$ cat config.mk
export PLATFORM = sky130hd
export DESIGN_NAME = mix_columns_sequencer
export DESIGN_NICKNAME = d
export VERILOG_FILES = /design/src/rtl/mix_columns_sequencer.sv
export SDC_FILE = /design/constraint.sdc
export NUM_CORES = 1
export LEC_CHECK = 0
export CORE_UTILIZATION = 25
export DETAILED_ROUTE_END_ITERATION = 6
export GPL_TIMING_DRIVEN = 1
export PLACE_DENSITY = 0.58
export REMOVE_ABC_BUFFERS = 1
export SYNTH_ARGS = -nofsm -noshare
export SYNTH_HDL_FRONTEND = slang
export SYNTH_SLANG_ARGS = --single-unit
$ cat constraint.sdc
create_clock -name i_clock -period 2 [get_ports i_clock]
set_input_delay 0.4 -clock i_clock [delete_from_list [all_inputs] [get_ports i_clock]]
set_output_delay 0.4 -clock i_clock [all_outputs]
set_load 0.03 [all_outputs]
$ cat src/rtl/mix_columns_sequencer.sv
// mix_columns_sequencer: column-serial AES MixColumns with valid/ready handshakes and final-round bypass
module mix_columns_sequencer #(
   parameter int COLS_PER_CYCLE = 1
) (
   input  logic         i_clock,
   input  logic         i_reset,
   input  logic         i_in_valid,
   output logic         o_in_ready,
   input  logic [127:0] i_in_state,
   input  logic         i_in_inverse,
   input  logic         i_in_bypass,
   output logic         o_out_valid,
   input  logic         i_out_ready,
   output logic [127:0] o_out_state,
   output logic         o_busy
);
   typedef enum logic [1:0] {IDLE, MIX, DONE} state_e;

   state_e       r_state, w_next;
   logic [127:0] r_work;
   logic [1:0]   r_col;
   logic         r_inv, r_out_valid, w_last;
   logic [31:0]  w_mixed [COLS_PER_CYCLE];

   if (COLS_PER_CYCLE != 1 && COLS_PER_CYCLE != 2 && COLS_PER_CYCLE != 4) begin : g_bad_cols
      $error("COLS_PER_CYCLE must be 1, 2 or 4");
   end

   function automatic logic [7:0] xt(input logic [7:0] a);
      return {a[6:0], 1'b0} ^ (a[7] ? 8'h1b : 8'h00);
   endfunction

   // f0..f3 are the products for the four circulant coefficients (2 3 1 1 or 14 11 13 9)
   function automatic logic [31:0] mix(input logic [31:0] c, input logic inv);
      logic [7:0]  a, m2, m4, m8;
      logic [7:0]  f0 [4], f1 [4], f2 [4], f3 [4];
      logic [31:0] r;
      for (int i = 0; i < 4; i++) begin
         a     = c[8*i +: 8];
         m2    = xt(a);
         m4    = xt(m2);
         m8    = xt(m4);
         f0[i] = inv ? (m8 ^ m4 ^ m2) : m2;
         f1[i] = inv ? (m8 ^ m2 ^ a)  : (m2 ^ a);
         f2[i] = inv ? (m8 ^ m4 ^ a)  : a;
         f3[i] = inv ? (m8 ^ a)       : a;
      end
      for (int i = 0; i < 4; i++)
         r[8*i +: 8] = f0[i] ^ f1[2'(i + 1)] ^ f2[2'(i + 2)] ^ f3[2'(i + 3)];
      return r;
   endfunction

   for (genvar j = 0; j < COLS_PER_CYCLE; j++) begin : g_mix
      assign w_mixed[j] = mix(r_work[{r_col + 2'(j), 5'd0} +: 32], r_inv);
   end

   assign w_last      = r_col == 2'(4 - COLS_PER_CYCLE);
   assign o_in_ready  = r_state == IDLE && !i_reset;
   assign o_busy      = r_state != IDLE;
   assign o_out_valid = r_out_valid;
   assign o_out_state = r_work;

   // state register and registered result-valid flag
   always_ff @(posedge i_clock) begin
      if (i_reset) begin
         r_state     <= IDLE;
         r_out_valid <= 1'b0;
      end else begin
         r_state     <= w_next;
         r_out_valid <= w_next == DONE;
      end
   end

   // next-state: bypass jumps straight to DONE, mixing leaves after the last column group
   always_comb begin
      w_next = r_state;
      case (r_state)
         IDLE:    if (i_in_valid) w_next = i_in_bypass ? DONE : MIX;
         MIX:     if (w_last) w_next = DONE;
         DONE:    if (i_out_ready) w_next = IDLE;
         default: w_next = IDLE;
      endcase
   end

   // working register: load on acceptance, then overwrite column groups in place
   always_ff @(posedge i_clock) begin
      if (i_reset) begin
         r_work <= '0;
         r_col  <= '0;
         r_inv  <= 1'b0;
      end else if (r_state == IDLE && i_in_valid) begin
         r_work <= i_in_state;
         r_col  <= '0;
         r_inv  <= i_in_inverse;
      end else if (r_state == MIX) begin
         for (int j = 0; j < COLS_PER_CYCLE; j++)
            r_work[{r_col + 2'(j), 5'd0} +: 32] <= w_mixed[j];
         r_col <= r_col + 2'(COLS_PER_CYCLE);
      end
   end
endmodule

==> flow_metrics.env <==
export IMPL_grtUsageTotal_pct=14.22
export IMPL_cts_buffers=17
export IMPL_place_congestion=0.7288
export IMPL_rows=47
export IMPL_vias_per_cell=4.504
export IMPL_syn_inst=323
export IMPL_grt_pass1_wl_um=19730
export IMPL_clock_skew_ps=7.434
export IMPL_antenna_found_initial=0
export IMPL_drv_cap=0
export IMPL_antenna_left=0
export IMPL_ir_drop_mv=0.5672
export IMPL_hold_path_class="reg -> reg"
export IMPL_firstDrtPassIters=4
export IMPL_clockBufferDepth=2
export IMPL_whs_endpoint="o_out_state[50]"
export IMPL_port_buffers=263
export IMPL_die_x_um=133.0
export IMPL_hold_violations=0
export IMPL_via_count=3693
export IMPL_hpwl_um=8573
export IMPL_cts_tree="built"
export IMPL_antenna_cells=0
export IMPL_fin_nets=727
export IMPL_crit_family="buffers and inverters"
export IMPL_grt_overflow=0
export IMPL_fp_dieH_um=133.0
export IMPL_postLayoutCoreUtil_pct=46.41
export IMPL_synth_warnings=0
export IMPL_synth_area_per_cell_sq_um=13.29
export IMPL_worst_pin_slew_ps=354.3
export IMPL_leakagePower_nw=2.994
export IMPL_required_ps=1600
export IMPL_finalCritPeriodShare_pct=92.22
export IMPL_hp_start="o_out_state[50]"
export IMPL_fmax_mhz=542.2
export IMPL_min_path_cells=1
export IMPL_reg2reg_depth=6
export IMPL_synth_area_top_cells="dfxtp_1, a22o_1, buf_6, buf_2, ha_1"
export IMPL_r2r_start="r_col[0]"
export IMPL_cp_startpoint="o_out_state[62]"
export IMPL_crit_buf_inv=1
export IMPL_critPathMaxFanout=2
export IMPL_core_area_sq_um=16700
export IMPL_htreeDepth=4
export IMPL_crit_chain="clkdlybuf4s50_1"
export IMPL_critical_path_arrival_ps=1440
export IMPL_io_pins=265
export IMPL_area_growth_pct=80.61
export IMPL_power_density_nw_per_um2=986.3
export IMPL_cts_root_buf="clkbuf_16"
export IMPL_rsz0062_at_grt="false"
export IMPL_r2r_setup_slack_ps=350
export IMPL_die_area_sq_um=17690
export IMPL_wl_per_cell_um=15.08
export IMPL_outcome="complete, no violations"
export IMPL_drive_above_1_share_pct=8.833
export IMPL_cp_slowest_cell="clkdlybuf4s50_1"
export IMPL_fin_cells=820
export IMPL_syn_area_sq_um=4292
export IMPL_synthDominantCellAreaShare_pct=62.04
export IMPL_ys_seq_area_share_pct=62.04
export IMPL_drt_initial_drc_count=147
export IMPL_insertion_delay_ps=410
export IMPL_critPathKind="reg -> out"
export IMPL_ys_types=25
export IMPL_grt_max_degree=66
export IMPL_setup_violations=0
export IMPL_grt_pass1_vias=3812
export IMPL_final_max_slew_viol_count=0
export IMPL_max_slew_margin_pct=76.31
export IMPL_cts_sinks=133
export IMPL_slowest_delay_ps=700
export IMPL_start_util_pct=25.70
export IMPL_drc=0
export IMPL_totalNegativeSetupSlack_ps=0
export IMPL_cp_start_kind="flop"
export IMPL_totalWireLength_um=12370
export IMPL_clk_pin_slew_ps=60
export IMPL_fin_crit_ps=1844
export IMPL_ys_ff_latch=133
export IMPL_crit_path_end_kind="output pin"
export IMPL_netlist_top_cell_by_area="dfxtp_1"
export IMPL_dpl_cell_count=789
export IMPL_r2r_end="o_out_state[92]"
-- stage by stage --
step | power (mW) | cell area [sq um] | setup slack (ps) | hold WS (ps)
3_5_place_dp | 4.568 | 7156 | 11.74 | 455.4
6_report | 7.645 | 7751 | 155.6 | 470.5
5_1_grt | 7.979 | 7751 | 77.32 | 481.1
2_1_floorplan | 3.747 | 4086 | -2789 | 472.4
3_3_place_gp | 4.552 | 7156 | 41.57 | 454.9
4_1_cts | 7.764 | 7751 | 119.8 | 474.9
-- per-layer routing --
| layer | vias up | global-route usage, % | share of wire (%) | wire (um) |
|---|---|---|---|---|
| li1 | 1775 | - | - | - |
| met2 | 161 | 22.57 | 48 | 5956 |
| met1 | 1741 | 17.09 | 42 | 5225 |
| met3 | 16 | 5.479 | 7.9 | 983 |
| met4 | 0 | 6.003 | 1.6 | 204 |
| met5 | - | 0 | 0 | 0 |
-- power by group --
group | switching [mW] | internal (mW) | leakage (nW) | total, mW
clock network | 1.15 | 1.99 | 0.286 | 3.14
logic | 0.760 | 0.774 | 1.62 | 1.53
registers | 0.111 | 2.86 | 1.09 | 2.97
total | 2.02 | 5.62 | 2.99 | 7.65
-- worst max path at each step --
stage                       endpoint  slack [ps]  cells after the start
global route                  o_busy          80                      3
floorplan             o_out_state[0]       -2790                      3
detailed placement  o_out_state[113]          10                      5
finish               o_out_state[62]         160                      1
CTS                  o_out_state[62]         120                      1
global placement     o_out_state[52]          40                      5
-- cells in the mapped netlist, drive strengths merged --
master,instances
nand2,2
nor3,2
a32oi,1
o21a,1
inv,4
o21bai,1
ha,5
mux2,4
o22ai,1
a22o,128
nand3,1
a221oi,2
buf,28
nor2,2
nand2b,1
dfxtp,133
nor3b,2
a21oi,5
-- layout by cell type (no fill, tap or decap), drive strengths merged, types with 3 or more instances in the layout --
cell           netlist  final
clkdlybuf4s50        0    261
clkbuf               0     19
a22o               128    128
inv                  4      6
mux2                 4      4
ha                   5      5
bufinv               0      3
dfxtp              133    133
buf                 28     12
a21oi                5      5
clkinvlp             0      3
clkinv               0      4
-- area by class of cell --
class,instances,area [sq um]
Fill cell,1530,8950
Clock inverter,12,153.9
Sequential cell,133,2663
Inverter,4,15.01
Clock buffer,19,442.9
Tap cell,220,275.3
Multi-Input combinational cell,158,1415
Timing Repair Buffer,274,2786
-- flip-flops by register name, summed over array words and instances (netlist names) --
| register | flops |
|---|---|
| r_col | 2 |
| o_out_valid | 1 |
| o_out_state | 128 |
| r_state | 2 |
-- logic make-up (layout without fill, tap and decap cells) --
| kind of cell | Yosys count | after routing | share of synthesized area (%) |
|---|---|---|---|
| AOI/OAI and AO/OA | 139 | 139 | 28.69 |
| and+or+nand+nor | 10 | 10 | 1.370 |
| adders and majority gates | 5 | 5 | 1.458 |
| muxes | 4 | 4 | 1.312 |
| buffers and inverters | 32 | 309 | 5.131 |
| DFF | 133 | 133 | 62.04 |
-- timing repair --
item	CTS	global route
hold endpoints to repair	0	0
setup endpoints to repair	1	0
hold buffers	0	0
setup buffers	0	0
resized for setup	1	0
(Power assumes the default switching activity.)
